File: config.mk
export PLATFORM = sky130hd
export DESIGN_NAME = seq_mul
export DESIGN_NICKNAME = d
export VERILOG_FILES = /design/src/rtl/seq_mul.sv
export SDC_FILE = /design/constraint.sdc
export NUM_CORES = 1
export LEC_CHECK = 0
export CORE_UTILIZATION = 64
export DETAILED_ROUTE_END_ITERATION = 6
export DONT_BUFFER_PORTS = 1
export HOLD_SLACK_MARGIN = 0.05
export PLACE_DENSITY = 0.8
export SYNTH_ARGS = -nofsm -noshare
export SYNTH_HDL_FRONTEND = slang
export SYNTH_SLANG_ARGS = --single-unit
File: constraint.sdc
create_clock -name clk -period 4.3 [get_ports clk]
set_input_delay 0.86 -clock clk [delete_from_list [all_inputs] [get_ports clk]]
set_output_delay 0.86 -clock clk [all_outputs]
set_load 0.02 [all_outputs]
File: src/rtl/seq_mul.sv
// Sequential shift-add multiplier: one partial product per clock, signed or
// unsigned per operation, start/busy/done handshake.
module seq_mul #(
  parameter int WIDTH = 8
) (
  input  logic               clk,
  input  logic               rst_n,
  input  logic               start,
  input  logic               is_signed,
  input  logic [WIDTH-1:0]   x,
  input  logic [WIDTH-1:0]   y,
  output logic               busy,
  output logic               done,
  output logic [2*WIDTH-1:0] mul
);
  localparam int PW = 2 * WIDTH;
  localparam int CW = $clog2(WIDTH);

  typedef enum logic [1:0] {IDLE, RUN, DONE} state_t;
  state_t state, state_nxt;

  logic [PW-1:0]    acc, mcand, addend, sum;
  logic [WIDTH-1:0] mplier, x_mag, y_mag;
  logic [CW-1:0]    cnt;
  logic             neg, last, load;

  // Signed magnitudes stay WIDTH bits: |-2^(WIDTH-1)| fits as unsigned.
  assign x_mag  = (is_signed && x[WIDTH-1]) ? (~x + 1'b1) : x;
  assign y_mag  = (is_signed && y[WIDTH-1]) ? (~y + 1'b1) : y;
  assign last   = (state == RUN) && (cnt == CW'(WIDTH-1));
  assign load   = start && (state != RUN);
  assign addend = mplier[0] ? mcand : '0;
  assign sum    = acc + addend;

  always_ff @(posedge clk or negedge rst_n) begin
    if (!rst_n) state <= IDLE;
    else        state <= state_nxt;
  end

  always_comb begin
    state_nxt = state;
    case (state)
      IDLE:    if (start) state_nxt = RUN;
      RUN:     if (last)  state_nxt = DONE;
      DONE:    state_nxt = start ? RUN : IDLE;
      default: state_nxt = IDLE;
    endcase
  end

  always_comb begin
    busy = (state == RUN);
    done = (state == DONE);
  end

  // Multiplicand shifts left and multiplier right, so bit cnt is always at
  // mplier[0] and the multiplicand is already aligned by cnt.
  always_ff @(posedge clk or negedge rst_n) begin
    if (!rst_n) begin
      acc    <= '0;
      mcand  <= '0;
      mplier <= '0;
      cnt    <= '0;
      neg    <= 1'b0;
      mul    <= '0;
    end else if (load) begin
      acc    <= '0;
      mcand  <= {{WIDTH{1'b0}}, x_mag};
      mplier <= y_mag;
      cnt    <= '0;
      neg    <= is_signed & (x[WIDTH-1] ^ y[WIDTH-1]);
    end else if (state == RUN) begin
      acc    <= sum;
      mcand  <= mcand << 1;
      mplier <= mplier >> 1;
      cnt    <= last ? '0 : cnt + CW'(1);
      if (last) mul <= neg ? (~sum + 1'b1) : sum;
    end
  end
endmodule

After elaboration in Yosys (flattened, before gate mapping)
Cells that the tools add are included.
W data, S select, Z words.
{"block": "word_totals", "output_inout_bits": 18, "regBits": 62, "wordCells": 49, "inputBits": 20}
{"block": "op_classes", "n_reduce_logical": 8, "eq_ne": 6, "bitwise_logic": 6, "muxes": 17, "addsub": 5}
{"cell": "$mux W16", "count": 6}
{"cell": "$mux W8", "count": 4}
{"cell": "$add A16 B1 Y16 const B", "count": 1}
{"cell": "$add A16 B16 Y16", "count": 1}
{"cell": "$add A8 B1 Y8 const B", "count": 2}
{"cell": "$not A16 Y16", "count": 1}
{"cell": "$not A8 Y8", "count": 2}
{"cell": "$mux W3", "count": 3}
{"cell": "$pmux W2 S3", "count": 1}
{"cell": "$logic_and A1 B1 Y1", "count": 4}
{"cell": "$mux W2", "count": 2}
{"cell": "$ne A2 B1 Y1 const B", "count": 2}
{"cell": "$add A3 B1 Y3 const B", "count": 1}
{"cell": "$eq A3 B3 Y1 const B", "count": 1}
{"cell": "$reduce_and A3 Y1", "count": 1}
{"cell": "$eq A2 B1 Y1 const B", "count": 1}
{"cell": "$eq A2 B2 Y1 const B", "count": 1}
{"cell": "$logic_not A2 Y1", "count": 1}
{"cell": "$ne A2 B2 Y1 const B", "count": 1}
{"cell": "$reduce_and A2 Y1", "count": 1}
{"cell": "$reduce_bool A2 Y1", "count": 1}
{"cell": "$and A1 B1 Y1", "count": 1}
{"cell": "$mux W1", "count": 1}
{"cell": "$not A1 Y1", "count": 1}
{"cell": "$xor A1 B1 Y1", "count": 1}

Logic depth before layout (Yosys ltp)
{"block": "logic_depth", "depth_word": 5, "mapped_depth": 13, "ltp_nobuf": 12}

Worst setup path after synthesis
No wires, ideal clock.
{"block": "synth_path", "kind": "register to register", "from": "register mplier[0]", "to": "register mul[15]", "path_buffers": 1, "t_required_ns": 4.170, "path_slack_ns": 1.192, "stages_incl_launch_ff": 14, "t_arrival_ns": 2.978, "setup_time_ns": 0.130, "period_less_slack_ns": 3.108, "cell_sequence": "dfrtp_1 > clkbuf_1 > and2_1 > ha_1 > fa_1 > a21o_1 > a21oi_1 > xnor2_2 > o2111ai_1 > or3_4 > nand4b_1 > o31ai_2 > xnor2_1 > o21ai_1"}
{"block": "synth_between", "elab_chain_len": 5}
{"item": "from (decl)", "line_no": "23", "rtl": "logic [WIDTH-1:0] mplier, x_mag, y_mag;"}
{"item": "from (signal assigned)", "line_no": "68", "rtl": "mplier <= y_mag;"}
{"item": "from (signal assigned)", "line_no": "74", "rtl": "mplier <= mplier >> 1;"}
{"item": "$mux W16 (*)", "line_no": "32", "rtl": "assign addend = mplier[0] ? mcand : '0;"}
{"item": "$add A16 B16 Y16 (*)", "line_no": "33", "rtl": "assign sum = acc + addend;"}
{"item": "$not A16 Y16", "line_no": "76", "rtl": "if (last) mul <= neg ? (~sum + 1'b1) : sum;"}
{"item": "$add A16 B1 Y16", "line_no": "76"}
{"item": "$mux W16 (*)", "line_no": "76"}
{"item": "to (signal assigned)", "line_no": "76"}
{"item": "to (decl)", "line_no": "14", "rtl": "output logic [2*WIDTH-1:0] mul"}
Every way passes the cells marked *; elsewhere a longest branch is shown, timed or not.
A chain may end at the register's enable or synchronous reset.

Final worst setup path
Same ends and word-level chain as after synthesis.

==> flow_metrics.py <==
metrics = {
    "synth": {
        "synthAdderAreaFrac_pct": 6.85,
        "synth-edff-count": 0,
        "seq_area_frac_synth_pct": 39.3,
        "synth_compound_area_share_pct": 20.3,
        "syn_avg_cell_area_um2": 8.43,
        "syn_area_um2": 3950,
        "yosysMostFrequentCell": "nand2_1",
        "synth-simple-area-share_pct": 20.5,
        "ys_ff_latch": 62,
        "synthMuxAreaShare_pct": 1.59,
        "syn_inst": 468,
        "async_reset_ff_share_pct": 100,
        "synthTopCellsByArea": "dfrtp_1, o21ai_0, nand2_1",
        "synth_xor_area_share_pct": 7.48,
        "synth_cell_types": 51,
        "synth_top_cells_by_count": "nand2_1, o21ai_0, dfrtp_1",
        "synth_top_family_by_area": "simple AND/OR/NAND/NOR gates",
        "ys.warnings.count": 0,
        "synth_area_leader_cell": "dfrtp_1",
        "yosysTopAreaCellShare_pct": 39.3,
        "synth_nets": 509,
        "ys.flop_type": "dfrtp_1",
    },
    "clock_network": {
        "cts.sinks": 62,
        "cts_tree": "built",
        "post_cts_buffers": 0,
        "root_buffer": "clkbuf_8",
        "cts.clk_slew.worst_paths_ns": 0.07,
        "hold_buffers": 0,
        "ctsResizeCount": 0,
        "numCtsBuffers": 9,
        "cts-htree-levels": 3,
        "insertion_delay_ns": 0.34,
        "cts.path.max_buffers": 2,
    },
    "worst_setup_path": {
        "critPathCaptureType": "register",
        "arrival_ns": 3.65,
        "cp-start-kind": "register",
        "required_ns": 4.49,
        "ff2ff_path_depth": 12,
        "crit_type": "register to register",
        "cp_max_fo": 17,
        "slowest_stage": "dfrtp_1",
        "path_cells": "and2_1 > ha_1 > fa_1 > a21o_1 > a21oi_1 > xnor2_2 > o2111ai_1 > or3_4 > nand4b_1 > o31ai_2 > xnor2_1 > o21ai_1",
        "r2r_slack_ns": 0.85,
        "slowest_delay_ns": 0.52,
        "timing.rr.end": "mul[15]",
        "rr_startpoint": "mplier[0]",
    },
    "timing": {
        "final-setup-viol-count": 0,
        "slew_viol_final": 0,
        "tns_ns": 0,
        "layout_setup_ws_ns": 0.847,
        "min_period_ns": 3.45,
        "tightest_slew_ns": 0.845,
        "slew_headroom_pct": 43.6,
        "fmax_mhz": 290,
        "hold_viol": 0,
        "finalClockSkew_ns": 0.00634,
        "fin_crit_sh_pct": 80.3,
        "rsz0062_at_grt": "no",
    },
    "power": {
        "vdd_drop_max_v": 0.000378,
        "powerDensity_nw_per_um2": 676,
        "p_comb_share_pct": 45.0,
        "swShare_pct": 44.4,
        "power.leakage_uw": 0.00182,
        "p_switching_uw": 1240,
        "p_seq_share_pct": 38.9,
        "internal_power_uw": 1550,
        "total_power_uw": 2800,
        "clkPwrFrac_pct": 16.1,
    },
    "place": {
        "port_buffers": 0,
        "pre_cts_ws_ns": 0.873,
        "gp_congestion": 0.884,
        "dp_hpwl_um": 5980,
    },
    "global_routing": {
        "grt_start_max_net_pins": 63,
        "grtUsageTotal_pct": 27.6,
        "first_global_vias": 3070,
        "overflow": 0,
        "grt_first_pass_wirelength_um": 13500,
        "antenna_found_initial": 0,
    },
    "hold_path": {
        "hold_class": "input pin to async pin",
    },
    "layout": {
        "layout-drive-gt1-share_pct": 7.14,
        "syn_to_final_growth_pct": 4.85,
        "fin_nets": 499,
        "antenna_cells": 0,
    },
    "routing": {
        "first_iter_violations": 179,
        "detail_route.wl_per_cell_um": 15.2,
        "drtPass1Iterations": 4,
        "drt-vias-per-instance": 6.08,
        "routed-via-count": 3264,
        "postRouteAntennaNets": 0,
        "drc": 0,
        "routed_wirelength_um": 8180,
    },
    "floorplan": {
        "row_count": 28,
        "core_um2": 5920,
        "start_util_pct": 66.6,
        "io_pins": 38,
        "die_w_um": 80.5,
        "dieArea_um2": 6480,
        "fp.dieH_um": 80.5,
    },
    "status": {
        "status": "finished clean",
    },
    "job": {
        "cap_violations": 0,
    },
}
## final cells by class
| cell class | count | area, um^2 |
|---|---|---|
| tap | 75 | 93.8 |
| fill | 463 | 1780 |
| multi-input combinational | 365 | 2240 |
| sequential | 62 | 1550 |
| inverter | 17 | 63.8 |
| timing repair buffer | 3 | 22.5 |
| clock inverter | 1 | 5.00 |
| clock buffer | 14 | 163 |
## state kept, by name (all words and copies together) (netlist names)
name	cells
mplier	8
cnt	3
state	2
mcand	16
neg	1
acc	16
mul	16
## how the worst max path moves through the flow
stage,startpoint,endpoint,slack [ns],depth (start not counted)
after floorplan,mplier[0],mul[15],1.19,13
after global placement,mplier[0],mul[15],1.06,12
after detailed placement,mplier[0],mul[15],0.87,12
after CTS,mplier[0],mul[15],0.84,12
after global routing,mplier[0],mul[15],0.62,12
final,mplier[0],mul[15],0.85,12
## kinds of logic (layout without fill, tap and decap cells)
logic type | after synthesis | in the layout
adders and majority gates | 21 | 21
buffers and inverters | 41 | 35
AOI/OAI and AO/OA | 138 | 138
muxes | 6 | 6
DFF | 62 | 62
xor gates and xnor gates | 32 | 32
and+or+nand+nor | 168 | 168
## routing by layer
| metal | GRT usage (%) | up-vias | part of all wire (%) |
|---|---|---|---|
| li1 | - | 1614 | - |
| met1 | 35.1 | 1545 | 44 |
| met2 | 45.5 | 91 | 48 |
| met3 | 7.16 | 14 | 5.8 |
| met4 | 8.75 | 0 | 1.4 |
| met5 | 0 | - | 0 |
## cell usage in the layout (no fill, tap or decap), drive strengths merged, types with 14 or more instances in the layout
| cell type | synthesis | final |
|---|---|---|
| inv | 16 | 16 |
| clkbuf | 21 | 14 |
| ha | 20 | 20 |
| dfrtp | 62 | 62 |
| nor2 | 15 | 15 |
| o21ai | 76 | 76 |
| xnor2 | 21 | 21 |
| and2 | 17 | 17 |
| nand3 | 31 | 31 |
| a21oi | 30 | 30 |
| nand2 | 78 | 78 |
## power by group through the flow
stage | Clock [uW] | Sequential [uW] | Combinational [uW]
finish | 451 | 1090 | 1260
global route | 486 | 1130 | 1410
CTS | 454 | 1090 | 1260
detailed placement | 0 | 1100 | 1250
global placement | 0 | 1080 | 1180
floorplan | 0 | 1030 | 1040
## metrics by stage
stage,instances,area (um^2),utilization [%],hold WS [ns]
4_1_cts,537,4140,69.9,0.202
3_5_place_dp,522,3970,67.0,0.476
6_report,537,4140,69.9,0.211
2_1_floorplan,468,3950,-,0.445
3_3_place_gp,522,3970,67.0,0.464
5_1_grt,537,4140,69.9,0.187
## critical path: cells and delay by family (launching register included)
| family | cells | cell delay, ns |
|---|---|---|
| fa+ha+maj | 2 | 0.63 |
| flops | 1 | 0.52 |
| simple gates | 3 | 0.84 |
| compound gates | 5 | 0.97 |
| xor+xnor | 2 | 0.34 |
Power figures use the tool's default switching activity.
